===== src/rtl/ahb_pkg.sv =====
// Shared AHB-Lite definitions for the generic-bus to AHB master bridge.
// Holds the HTRANS/HSIZE/HBURST encodings, the bus widths, and the
// master FSM state type.
package ahb_pkg;

  localparam int unsigned ADDR_W = 32;
  localparam int unsigned DATA_W = 32;
  localparam int unsigned BE_W   = 4;

  localparam logic [1:0] HTRANS_IDLE   = 2'b00;
  localparam logic [1:0] HTRANS_BUSY   = 2'b01;
  localparam logic [1:0] HTRANS_NONSEQ = 2'b10;
  localparam logic [1:0] HTRANS_SEQ    = 2'b11;

  localparam logic [2:0] HSIZE_BYTE = 3'b000;
  localparam logic [2:0] HSIZE_HALF = 3'b001;
  localparam logic [2:0] HSIZE_WORD = 3'b010;

  localparam logic [2:0] HBURST_SINGLE = 3'b000;

  typedef enum logic {
    IDLE = 1'b0,
    DATA = 1'b1
  } ahb_master_state_t;

endpackage


===== src/rtl/generic_bus_ahb_master_if.sv =====
// Bundle of generic-bus request/response and AHB-Lite master signals.
// master: the bridge's view (accepts requests, drives AHB).
// slave : the environment's view (requester plus AHB slave).
interface generic_bus_ahb_master_if;

  logic [ahb_pkg::ADDR_W-1:0] addr;
  logic [ahb_pkg::DATA_W-1:0] wdata;
  logic                       ren;
  logic                       wen;
  logic [ahb_pkg::BE_W-1:0]   byte_en;
  logic [ahb_pkg::DATA_W-1:0] rdata;
  logic                       busy;
  logic                       bus_err;

  logic [ahb_pkg::ADDR_W-1:0] HADDR;
  logic                       HWRITE;
  logic [1:0]                 HTRANS;
  logic [2:0]                 HSIZE;
  logic [2:0]                 HBURST;
  logic [3:0]                 HPROT;
  logic                       HMASTLOCK;
  logic [ahb_pkg::DATA_W-1:0] HWDATA;
  logic [ahb_pkg::DATA_W-1:0] HRDATA;
  logic                       HREADY;
  logic                       HRESP;

  modport master (
    input  addr, wdata, ren, wen, byte_en, HRDATA, HREADY, HRESP,
    output rdata, busy, bus_err,
    output HADDR, HWRITE, HTRANS, HSIZE, HBURST, HPROT, HMASTLOCK, HWDATA
  );

  modport slave (
    output addr, wdata, ren, wen, byte_en, HRDATA, HREADY, HRESP,
    input  rdata, busy, bus_err,
    input  HADDR, HWRITE, HTRANS, HSIZE, HBURST, HPROT, HMASTLOCK, HWDATA
  );

endinterface


===== src/rtl/ahb_size_decode.sv =====
// Maps generic-bus byte enables to AHB HSIZE and HADDR[1:0].
// Ports: i_byte_en (lane mask), o_hsize_c (transfer size),
//        o_haddr_lo_c (byte offset within the word).
// Irregular lane masks (including none) fall back to a full word.
module ahb_size_decode
  import ahb_pkg::*;
(
  input  logic [BE_W-1:0] i_byte_en,
  output logic [2:0]      o_hsize_c,
  output logic [1:0]      o_haddr_lo_c
);

  always_comb begin
    o_hsize_c    = HSIZE_WORD;
    o_haddr_lo_c = 2'd0;
    case (i_byte_en)
      4'b0011: o_hsize_c = HSIZE_HALF;
      4'b1100: begin o_hsize_c = HSIZE_HALF; o_haddr_lo_c = 2'd2; end
      4'b0001: o_hsize_c = HSIZE_BYTE;
      4'b0010: begin o_hsize_c = HSIZE_BYTE; o_haddr_lo_c = 2'd1; end
      4'b0100: begin o_hsize_c = HSIZE_BYTE; o_haddr_lo_c = 2'd2; end
      4'b1000: begin o_hsize_c = HSIZE_BYTE; o_haddr_lo_c = 2'd3; end
      default: ;
    endcase
  end

endmodule


===== src/rtl/generic_bus_ahb_master.sv =====
// Generic-bus to AHB-Lite bridge issuing one NONSEQ/SINGLE transfer per
// request, single outstanding.
// Ports: CLK, nRST (async active-low), io_bus (master modport carrying the
// requester handshake and the AHB-Lite master signals).
// The address phase is driven straight from the request so a zero-wait
// transfer completes the cycle after it is seen; busy/rdata/bus_err follow
// HREADY combinationally in the data phase.
module generic_bus_ahb_master
  import ahb_pkg::*;
#(
  parameter logic [3:0]        HPROT_VAL = 4'b0011,
  parameter logic [DATA_W-1:0] ERR_RDATA = 32'hBAD0_BAD0
) (
  input  logic                            CLK,
  input  logic                            nRST,
  generic_bus_ahb_master_if.master        io_bus
);

  ahb_master_state_t   r_state;
  logic                r_wr_q;
  logic                r_err_q;
  logic [DATA_W-1:0]   r_hwdata;

  logic                w_req;
  logic                w_accept;
  logic                w_done;
  logic                w_err;
  logic [2:0]          w_hsize;
  logic [1:0]          w_haddr_lo;
  logic                w_unused;

  ahb_size_decode u_size_decode (
    .i_byte_en    (io_bus.byte_en),
    .o_hsize_c    (w_hsize),
    .o_haddr_lo_c (w_haddr_lo)
  );

  // Address offset comes from the lane mask; the write flag is kept for
  // debug visibility only.
  assign w_unused = ^{io_bus.addr[1:0], r_wr_q};

  assign w_req    = nRST & (io_bus.ren | io_bus.wen);
  assign w_accept = (r_state == IDLE) & w_req & io_bus.HREADY;
  assign w_done   = (r_state == DATA) & io_bus.HREADY;
  assign w_err    = io_bus.HRESP | r_err_q;

  // State and data-phase bookkeeping.
  always_ff @(posedge CLK or negedge nRST) begin
    if (!nRST) begin
      r_state  <= IDLE;
      r_wr_q   <= 1'b0;
      r_err_q  <= 1'b0;
      r_hwdata <= '0;
    end else begin
      case (r_state)
        IDLE: begin
          if (w_accept) begin
            r_state  <= DATA;
            r_wr_q   <= io_bus.wen;
            r_hwdata <= io_bus.wdata;
          end
        end
        DATA: begin
          if (io_bus.HREADY) begin
            r_state <= IDLE;
            r_err_q <= 1'b0;
          end else if (io_bus.HRESP) begin
            r_err_q <= 1'b1;
          end
        end
        default: r_state <= IDLE;
      endcase
    end
  end

  // Address phase and requester response.
  always_comb begin
    io_bus.HTRANS  = HTRANS_IDLE;
    io_bus.HADDR   = '0;
    io_bus.HWRITE  = 1'b0;
    io_bus.HSIZE   = HSIZE_WORD;
    io_bus.busy    = 1'b1;
    io_bus.bus_err = 1'b0;
    io_bus.rdata   = '0;
    if ((r_state == IDLE) && w_req) begin
      io_bus.HTRANS = HTRANS_NONSEQ;
      io_bus.HADDR  = {io_bus.addr[ADDR_W-1:2], w_haddr_lo};
      io_bus.HWRITE = io_bus.wen;
      io_bus.HSIZE  = w_hsize;
    end
    if (w_done) begin
      io_bus.busy    = 1'b0;
      io_bus.bus_err = w_err;
      io_bus.rdata   = w_err ? ERR_RDATA : io_bus.HRDATA;
    end
  end

  assign io_bus.HBURST    = HBURST_SINGLE;
  assign io_bus.HPROT     = HPROT_VAL;
  assign io_bus.HMASTLOCK = 1'b0;
  assign io_bus.HWDATA    = r_hwdata;

endmodule


===== src/flat_wrapper.sv =====
// flat-port wrapper written by rule: the top's interface ports become plain ports
module generic_bus_ahb_master_flat import ahb_pkg::*;
#(
  parameter logic [3:0]        HPROT_VAL = 4'b0011,
  parameter logic [DATA_W-1:0] ERR_RDATA = 32'hBAD0_BAD0
)
  (CLK, nRST, io_bus_addr, io_bus_wdata, io_bus_ren, io_bus_wen, io_bus_byte_en, io_bus_HRDATA, io_bus_HREADY, io_bus_HRESP, io_bus_rdata, io_bus_busy, io_bus_bus_err, io_bus_HADDR, io_bus_HWRITE, io_bus_HTRANS, io_bus_HSIZE, io_bus_HBURST, io_bus_HPROT, io_bus_HMASTLOCK, io_bus_HWDATA);
  generic_bus_ahb_master_if io_bus_i ();
  input  logic CLK;
  input  logic nRST;
  input wire logic [$bits(io_bus_i.addr)-1:0] io_bus_addr;
  input wire logic [$bits(io_bus_i.wdata)-1:0] io_bus_wdata;
  input wire logic [$bits(io_bus_i.ren)-1:0] io_bus_ren;
  input wire logic [$bits(io_bus_i.wen)-1:0] io_bus_wen;
  input wire logic [$bits(io_bus_i.byte_en)-1:0] io_bus_byte_en;
  input wire logic [$bits(io_bus_i.HRDATA)-1:0] io_bus_HRDATA;
  input wire logic [$bits(io_bus_i.HREADY)-1:0] io_bus_HREADY;
  input wire logic [$bits(io_bus_i.HRESP)-1:0] io_bus_HRESP;
  output wire logic [$bits(io_bus_i.rdata)-1:0] io_bus_rdata;
  output wire logic [$bits(io_bus_i.busy)-1:0] io_bus_busy;
  output wire logic [$bits(io_bus_i.bus_err)-1:0] io_bus_bus_err;
  output wire logic [$bits(io_bus_i.HADDR)-1:0] io_bus_HADDR;
  output wire logic [$bits(io_bus_i.HWRITE)-1:0] io_bus_HWRITE;
  output wire logic [$bits(io_bus_i.HTRANS)-1:0] io_bus_HTRANS;
  output wire logic [$bits(io_bus_i.HSIZE)-1:0] io_bus_HSIZE;
  output wire logic [$bits(io_bus_i.HBURST)-1:0] io_bus_HBURST;
  output wire logic [$bits(io_bus_i.HPROT)-1:0] io_bus_HPROT;
  output wire logic [$bits(io_bus_i.HMASTLOCK)-1:0] io_bus_HMASTLOCK;
  output wire logic [$bits(io_bus_i.HWDATA)-1:0] io_bus_HWDATA;
  assign io_bus_i.addr = io_bus_addr;
  assign io_bus_i.wdata = io_bus_wdata;
  assign io_bus_i.ren = io_bus_ren;
  assign io_bus_i.wen = io_bus_wen;
  assign io_bus_i.byte_en = io_bus_byte_en;
  assign io_bus_i.HRDATA = io_bus_HRDATA;
  assign io_bus_i.HREADY = io_bus_HREADY;
  assign io_bus_i.HRESP = io_bus_HRESP;
  assign io_bus_rdata = io_bus_i.rdata;
  assign io_bus_busy = io_bus_i.busy;
  assign io_bus_bus_err = io_bus_i.bus_err;
  assign io_bus_HADDR = io_bus_i.HADDR;
  assign io_bus_HWRITE = io_bus_i.HWRITE;
  assign io_bus_HTRANS = io_bus_i.HTRANS;
  assign io_bus_HSIZE = io_bus_i.HSIZE;
  assign io_bus_HBURST = io_bus_i.HBURST;
  assign io_bus_HPROT = io_bus_i.HPROT;
  assign io_bus_HMASTLOCK = io_bus_i.HMASTLOCK;
  assign io_bus_HWDATA = io_bus_i.HWDATA;
  generic_bus_ahb_master #(.HPROT_VAL(HPROT_VAL), .ERR_RDATA(ERR_RDATA)) u_core (.CLK(CLK), .nRST(nRST), .io_bus(io_bus_i));
endmodule

===== config.mk =====
export PLATFORM = sky130hd
export DESIGN_NAME = generic_bus_ahb_master_flat
export DESIGN_NICKNAME = d
export VERILOG_FILES = /design/src/rtl/ahb_pkg.sv /design/src/rtl/generic_bus_ahb_master_if.sv /design/src/rtl/ahb_size_decode.sv /design/src/rtl/generic_bus_ahb_master.sv /design/src/flat_wrapper.sv
export SDC_FILE = /design/constraint.sdc
export NUM_CORES = 1
export LEC_CHECK = 0
export CAP_MARGIN = 20
export CORE_MARGIN = 3
export CORE_UTILIZATION = 26
export CTS_CLUSTER_SIZE = 10
export DETAILED_ROUTE_END_ITERATION = 7
export PLACE_DENSITY = 0.81
export SLEW_MARGIN = 10
export SYNTH_ARGS = -nofsm -noshare
export SYNTH_HDL_FRONTEND = slang
export SYNTH_SLANG_ARGS = --single-unit

===== constraint.sdc =====
create_clock -name CLK -period 1.2 [get_ports CLK]
set_clock_uncertainty 0.1 [all_clocks]
set_input_delay 0.18 -clock CLK [delete_from_list [all_inputs] [get_ports CLK]]
set_output_delay 0.18 -clock CLK [all_outputs]
set_load 0.02 [all_outputs]

# Yosys cells after proc, flatten, opt, wreduce, memory -nomap -nowiden
# Index checks and enable logic that the tools add are counted.
# op_classes
order_cmp	0
addsub	0
n_shift	0
mux	15
div_mod_pow	0
bitwise	7
n_eq_ne	6
mul	0
reduce_logical	7
# ops
op	n
$mux W32	3
$eq A4 B2 Y1 const B	2
$eq A4 B4 Y1 const B	2
$mux W1	7
$pmux W2 S3	1
$and A1 B1 Y1	4
$eq A4 B1 Y1 const B	1
$eq A4 B3 Y1 const B	1
$mux W2	2
$pmux W2 S2	1
$reduce_and A2 Y1	2
$reduce_or A2 Y1	2
$reduce_or A4 Y1	1
$or A1 B1 Y1	2
$pmux W1 S2	1
$reduce_bool A2 Y1	1
$logic_and A1 B1 Y1	1
$not A1 Y1	1
# word_totals
n_memories	0
reg_bits	34
elab_cells	38
ram_bits	0
mem_bits_ro	0
in_bits	106
latchBits	0
output_inout_bits	112

# Logic depth before layout (Yosys ltp)
# Gate-level depths: netlist (run 1).
# depth
ltp_word	6
ltp_mapped	6
depth_no_buf	4

# Modules after synthesis
# Synthesis (run 1) repeated with hierarchy kept, for this count alone.
# hier_totals
hier_cells	177
area_unflattened_um2	2090.8
# by_module_without_submodules
module	instances	area_each_um2	cells_per_inst
generic_bus_ahb_master	1	2025.7	167
ahb_size_decode	1	65.1	10

# Worst setup path after synthesis (run 1)
# Ideal clock, no wire load.
# synth_timing
kind	register to output
start	register u_core.r_state
end	output port io_bus_HADDR[0]
path_stages_with_launch	4
t_required_ns	0.920
path_buffers	0
setup_slack_ns	-0.418
arrival_ns	1.338
cell_sequence	dfrtp_1 -> nor2b_4 -> o21ai_2 -> nor4_1
# synth_via
elab_chain_cells	3
# synth_rtl
item	line_no	source
from (decl)	generic_bus_ahb_master.sv:19	ahb_master_state_t r_state;
from (signal assigned)	generic_bus_ahb_master.sv:50	r_state <= IDLE;
from (signal assigned)	generic_bus_ahb_master.sv:58	r_state <= DATA;
from (signal assigned)	generic_bus_ahb_master.sv:65	r_state <= IDLE;
$not A1 Y1 (no line)	-	
$logic_and A1 B1 Y1	generic_bus_ahb_master.sv:85	if ((r_state == IDLE) && w_req) begin
$mux W32	generic_bus_ahb_master.sv:85	
to (decl)	flat_wrapper.sv:22	output wire logic [$bits(io_bus_i.HADDR)-1:0] io_bus_HADDR;
# No other way between the ends.

# Worst setup path in the final report (run 1)
# layout_timing
start	register u_core.r_state
end	output port io_bus_rdata[13]
# layout_via
elab_chain_cells	2
# layout_rtl
item	line_no	source
$and A1 B1 Y1	generic_bus_ahb_master.sv:44	assign w_done = (r_state == DATA) & io_bus.HREADY;
$mux W32	generic_bus_ahb_master.sv:91	if (w_done) begin
to (decl)	flat_wrapper.sv:19	output wire logic [$bits(io_bus_i.rdata)-1:0] io_bus_rdata;
# No other way between the ends.

==> impl_metrics.json, run 1 <==
{
  "grt_pass1_vias": 2326,
  "detail_route.iter0.violations": 19,
  "overall_via_count_from_detail_route": 2211,
  "area_enclosed_by_the_die_boundary_um2": 9060,
  "post-dp-hpwl_mm": 6.79,
  "area.growth.synth_to_final_pct": 135,
  "critical_path.cell_chain": "and2_4, inv_8, nor2_8, clkbuf_16, a21o_4, buf_6",
  "groute.layer.met2.usage": 0.328,
  "postSynth.asyncResetShare": 1.00,
  "timing.critical_path.max_delay_family": "flip-flops",
  "number_of_flops_mapped_to_enable_cells_by_yosys": 0,
  "routedWlPerCell_um": 17.1,
  "dr.pass1.iters": 4,
  "grtUsageMet1": 0.197,
  "global_route.usage.total": 0.183,
  "worst_path_largest_cell_delay_ns": 0.45,
  "final_antenna_net_count": 0,
  "placementRows": 31,
  "finish.net_count": 514,
  "synthMostInstantiatedCell": "sky130_fd_sc_hd__dfrtp_1",
  "grt_first_pass_wirelength_mm": 12.6,
  "drv_cap": 0,
  "path_clk_slew_ns": 0.08,
  "finalCriticalPeriod_ns": 1.78,
  "insertion_delay_ns": 0.28,
  "vias_per_cell": 4.34,
  "core_um2": 7490,
  "static-leakage-power_uw": 0.00246,
  "met3_global_route_usage": 0.0616,
  "netlist_instances": 175,
  "antenna_found_initial": 1,
  "synth.top_cells.by_count": "sky130_fd_sc_hd__dfrtp_1, sky130_fd_sc_hd__and2_1, sky130_fd_sc_hd__mux2_4, sky130_fd_sc_hd__a21o_1, sky130_fd_sc_hd__and3_1",
  "fin_util": 0.649,
  "finalWirelength_mm": 8.71,
  "detail_route.drc_violations": 0,
  "gr-total-overflow": 0,
  "worst_slack_ns": -0.583,
  "critical_path_class": "flip-flop to output port",
  "layout-drive-gt1-share": 0.587,
  "final_clock_period_utilization_by_the_worst_path": 1.49,
  "hold_path.class": "input port to asynchronous set/reset pin",
  "cp_data_required_time_ns": 0.92,
  "busiest_layer": "met2",
  "setup_repair_after_global_routing_missed_its_margin": "true",
  "worstPathArrival_ns": 1.50,
  "initial_core_utilization": 0.276,
  "top_ports": 218,
  "clock_tree.buffer_depth": 2,
  "ys.warnings.count": 0,
  "post_synth_num_cell_types": 28,
  "syn_area_per_cell_um2": 11.8,
  "final-max-slew-violation-count": 0,
  "final-hold-violation-count": 0,
  "crit_fanout": 4,
  "gp_congestion": 0.776,
  "largest_net_degree_at_the_start_of_global_routing": 34,
  "setup_viol_count_final": 103,
  "cts_tree": "yes",
  "failed_checks": "negative setup slack",
  "cell_area_after_technology_mapping_um2": 2070,
  "die_height_um": 95.2,
  "sequential_share_of_the_synthesized_area": 0.411,
  "crit_path_end_kind": "output port",
  "run_status": "complete, but fails checks",
  "hold-worst-slack_ns": 0.0481,
  "synth-main-ff-cell": "sky130_fd_sc_hd__dfrtp_1",
  "cp.buffers_inverters": 3,
  "cellPowerDensity_nw_per_um2": 1040,
  "worst_ir_drop_vdd_mv": 0.741,
  "synth_top_cells_by_area": "sky130_fd_sc_hd__dfrtp_1, sky130_fd_sc_hd__mux2_4, sky130_fd_sc_hd__and2_1, sky130_fd_sc_hd__a21o_1, sky130_fd_sc_hd__and3_1",
  "synth_top_cell_by_area": "sky130_fd_sc_hd__dfrtp_1",
  "netlist.area_leader.share": 0.411,
  "cts-buffers-inserted": 5,
  "total_of_buffers_placed_on_input_and_output_ports": 205,
  "synth-seq-cells": 34,
  "max_freq_ghz": 0.561,
  "clk_root_buffer_cell": "sky130_fd_sc_hd__clkbuf_8",
  "critical_path.startpoint_type": "flip-flop",
  "cpMaxStageDelayCell": "sky130_fd_sc_hd__dfrtp_2",
  "numClockSinks": 34,
  "cts-htree-levels": 2,
  "die_width_um": 95.2
}
cell type report:
cell class,instances,area (µm²)
multi-input cells,124,1310
clock inverters,2,12.5
inverters,3,21.3
flip-flops and latches,34,852
well taps,99,124
fillers,595,2630
repair buffers,240,2450
diodes,1,2.50
clock buffers,6,82.6
cells by family after synthesis:
logic type      count (synthesis)  synth area share
other cells                     2           0.00363
simple gates                   59             0.185
buf+inv                        25            0.0847
compound gates                 21            0.0805
flops                          34             0.411
xor+xnor                        2           0.00847
mux                            32             0.227
cells in the final DEF, fill, tap and decap left out, drive strengths merged:
master	netlist	layout
a21oi	1	1
a31oi	1	1
and3	16	16
o21ai	2	2
clkinvlp	0	1
nor4bb	1	1
mux2	32	32
conb	2	10
inv	3	3
a21o	16	16
xor2	1	1
and2	32	32
dfrtp	34	34
dlygate4sd3	0	1
buf	18	135
nor2b	1	1
clkinv	0	1
clkdlybuf4s50	0	97
clkbuf	4	7
nor2	6	6
dlymetal6s2s	0	3
nor4	2	2
nand2	1	1
dlygate4sd2	0	3
diode	0	1
o211ai	1	1
xnor2	1	1
worst paths after layout:
| path | startpoint | endpoint | slack [ns] | cells after the start |
|---|---|---|---|---|
| max | u_core.r_state | io_bus_rdata[13] | -0.58 | 6 |
| min reg2reg | u_core.io_bus.HWDATA[0] | u_core.io_bus.HWDATA[0] | 0.41 | 1 |
| min | nRST | u_core.io_bus.HWDATA[20] | 0.05 | 2 |
| max in group asynchronous | nRST | u_core.r_state | 0.56 | 2 |
| max reg2reg | u_core.r_state | u_core.io_bus.HWDATA[11] | -0.49 | 6 |
| min in group CLK | io_bus_wdata[21] | u_core.io_bus.HWDATA[21] | 0.41 | 2 |
registers in the layout (all words and copies together), names as in the netlist:
name                  flops
u_core.r_err_q            1
u_core.r_state            1
u_core.io_bus.HWDATA     32
stage by stage:
step	TNS [ns]	cells	setup WS (ns)	power (µW)	cell area (µm²)
floorplan	-17.11	183	-0.257	2920	2350
global placement	-96.82	483	-1.18	4190	4520
detailed placement	-97.60	483	-1.20	4240	4520
CTS	-53.19	506	-0.631	5090	4780
global route	-58.51	509	-0.637	5300	4850
finish	-52.71	509	-0.583	5040	4850
metal layers:
layer	wire, µm	share of wire
met1	2940	0.34
met5	0	0
met3	899	0.10
met2	4640	0.53
met4	233	0.027
timing repair:
item / 4_1_cts / 5_1_grt
gates cloned: 6 / 0
endpoints found under the setup margin: 136 / 103
hold endpoints to repair: 1 / 0
pin swaps: 5 / 5
hold buffers: 1 / 0
setup buffers: 11 / 2
resized for setup: 556 / 18
report_power, final:
part	switching [µW]	leakage, µW	internal (µW)
Sequential	169	0.000401	1420
Combinational	1150	0.00201	1430
Clock	414	0.0000472	461
Total	1730	0.00246	3310
No activity file was read; power rests on OpenSTA's default activity.
==> inputs of run 2 (changes only) <==
--- a/config.mk
+++ b/config.mk
@@ -6,7 +6,6 @@
 export NUM_CORES = 1
 export LEC_CHECK = 0
 export CAP_MARGIN = 20
-export CORE_MARGIN = 3
 export CORE_UTILIZATION = 26
 export CTS_CLUSTER_SIZE = 10
 export DETAILED_ROUTE_END_ITERATION = 7
==> impl_metrics.json, run 2 (synthesis gave the netlist of run 1 again) <==
{
  "worstPathArrival_ns": 1.59,
  "critical_path.startpoint_type": "flip-flop",
  "dr.pass1.iters": 3,
  "worst-r2r-cell-count": 8,
  "clk_root_buffer_cell": "sky130_fd_sc_hd__clkbuf_8",
  "cts-buffers-inserted": 5,
  "worst_ir_drop_vdd_mv": 0.886,
  "post-dp-hpwl_mm": 5.66,
  "crit_path_end_kind": "output port",
  "grt_first_pass_wirelength_mm": 12.7,
  "die_width_um": 91.2,
  "clock_tree.buffer_depth": 2,
  "switching_fraction_of_total_power": 0.341,
  "antenna_found_initial": 0,
  "cp_data_required_time_ns": 0.92,
  "timing.critical_path.from": "u_core.r_state",
  "r2r_start": "u_core.r_state",
  "diodes": 0,
  "ff_latch_area_um2": 851,
  "detail_route.iter0.violations": 22,
  "initial_core_utilization": 0.268,
  "layout_common_cells": "sky130_fd_sc_hd__clkdlybuf4s50_1, sky130_fd_sc_hd__buf_6, sky130_fd_sc_hd__dfrtp_1",
  "final_cell_count_no_fill": 522,
  "finalCriticalPeriod_ns": 1.87,
  "design_internal_power_uw": 3440,
  "power.share.sequential": 0.302,
  "multiInputGateArea_um2": 1360,
  "hold-worst-slack_ns": 0.269,
  "power.share.combinational": 0.528,
  "static-leakage-power_uw": 0.00249,
  "overall_via_count_from_detail_route": 2266,
  "crit_fanout": 3,
  "layout-drive-gt1-share": 0.610,
  "hold_path.class": "input port to asynchronous set/reset pin",
  "final_common_cell": "sky130_fd_sc_hd__clkdlybuf4s50_1",
  "failed_checks": "negative setup slack",
  "setup_viol_count_final": 104,
  "critical_path_class": "flip-flop to output port",
  "finish.net_count": 525,
  "grt_pass1_vias": 2418,
  "detail_route.drc_violations": 0,
  "run_status": "complete, but fails checks",
  "die_height_um": 91.2,
  "gp_congestion": 0.731,
  "switchingPower_uw": 1780,
  "fin_util": 0.661,
  "total_of_buffers_placed_on_input_and_output_ports": 205,
  "cts-htree-levels": 2,
  "max_freq_ghz": 0.534,
  "core_um2": 7730,
  "placementRows": 32,
  "setup_repair_after_global_routing_missed_its_margin": "true",
  "path_clk_slew_ns": 0.07,
  "final-max-slew-violation-count": 0,
  "area.growth.synth_to_final_pct": 147,
  "post-place-ws_ns": -1.09,
  "clock_power_share": 0.170,
  "drv_cap": 0,
  "finalWirelength_mm": 8.34,
  "top_ports": 218,
  "final_clock_period_utilization_by_the_worst_path": 1.56,
  "hold_buffers": 0,
  "routedWlPerCell_um": 16.0,
  "numClockSinks": 34,
  "gr-total-overflow": 0,
  "largest_reg_flops": 32,
  "place_inst": 487,
  "cts_tree": "yes",
  "final-hold-violation-count": 0,
  "insertion_delay_ns": 0.28,
  "final_antenna_net_count": 0,
  "largest_net_degree_at_the_start_of_global_routing": 35,
  "layout.filler_cells": 583,
  "cellPowerDensity_nw_per_um2": 1020,
  "global_route.usage.total": 0.198,
  "area_enclosed_by_the_die_boundary_um2": 8320,
  "worst_slack_ns": -0.672,
  "vias_per_cell": 4.34
}
run 2: cell types whose count changed in the layout (fill, tap and decap cells not counted), sizes merged:
cell and delta:
dlymetal6s2s -3, buf +11, dlygate4sd3 -1, clkbuf +1
diode -1, clkdlybuf4s50 +6, dlygate4sd2 -3
run 2: layer usage:
| layer | share of wire | up-vias | track usage |
|---|---|---|---|
| li1 | - | 1063 | - |
| met1 | 0.35 | 1075 | 0.201 |
| met2 | 0.57 | 118 | 0.396 |
| met3 | 0.070 | 10 | 0.0427 |
| met4 | 0.015 | 0 | 0.0595 |
| met5 | 0 | - | 0 |
run 2: area by class of cell:
cell class | count | area share
Inverter | 3 | 0.00417
Multi-Input combinational cell | 124 | 0.267
Sequential cell | 34 | 0.167
Clock inverter | 2 | 0.00245
Timing Repair Buffer | 251 | 0.519
Clock buffer | 6 | 0.0162
Tap cell | 102 | 0.0250
run 2: worst max-delay path, cell delays in order (launching register included):
cell	delay, ns
sky130_fd_sc_hd__dfrtp_1	0.40
sky130_fd_sc_hd__buf_6	0.13
sky130_fd_sc_hd__nor2b_4	0.13
sky130_fd_sc_hd__o21ai_4	0.10
sky130_fd_sc_hd__buf_4	0.16
sky130_fd_sc_hd__nor4_4	0.21
sky130_fd_sc_hd__buf_4	0.19
run 2: per-stage QoR:
stage               instance area [µm²]  setup TNS (ns)  total power, µW
floorplan                          2350          -17.11             2920
global placement                   4510          -91.96             4180
detailed placement                 4510          -92.19             4230
CTS                                5100          -58.14             5270
global route                       5100          -63.08             5480
finish                             5100          -57.18             5220
run 2: power groups by stage:
stage	Combinational, µW	Sequential [µW]	Clock (µW)
2_1_floorplan	1010	1910	0
3_3_place_gp	2590	1590	0
3_5_place_dp	2640	1590	0
4_1_cts	2770	1580	923
5_1_grt	2890	1610	977
6_report	2760	1570	887
run 2: worst paths after layout:
kind	slack (ns)	endpoint
worst max register to register	-0.58	u_core.io_bus.HWDATA[17]
min in group CLK	0.41	u_core.io_bus.HWDATA[0]
worst min-delay path	0.27	u_core.io_bus.HWDATA[17]
max in group asynchronous	0.43	u_core.io_bus.HWDATA[8]
worst max-delay path	-0.67	io_bus_HADDR[0]
worst min register to register	0.41	u_core.io_bus.HWDATA[0]
run 2: repair_timing:
| item | CTS | global route |
|---|---|---|
| setup endpoints to repair | 135 | 104 |
| gates resized for setup | 594 | 9 |
| setup buffers | 18 | 3 |
| gates cloned | 9 | 1 |
| pin swaps | 18 | 7 |
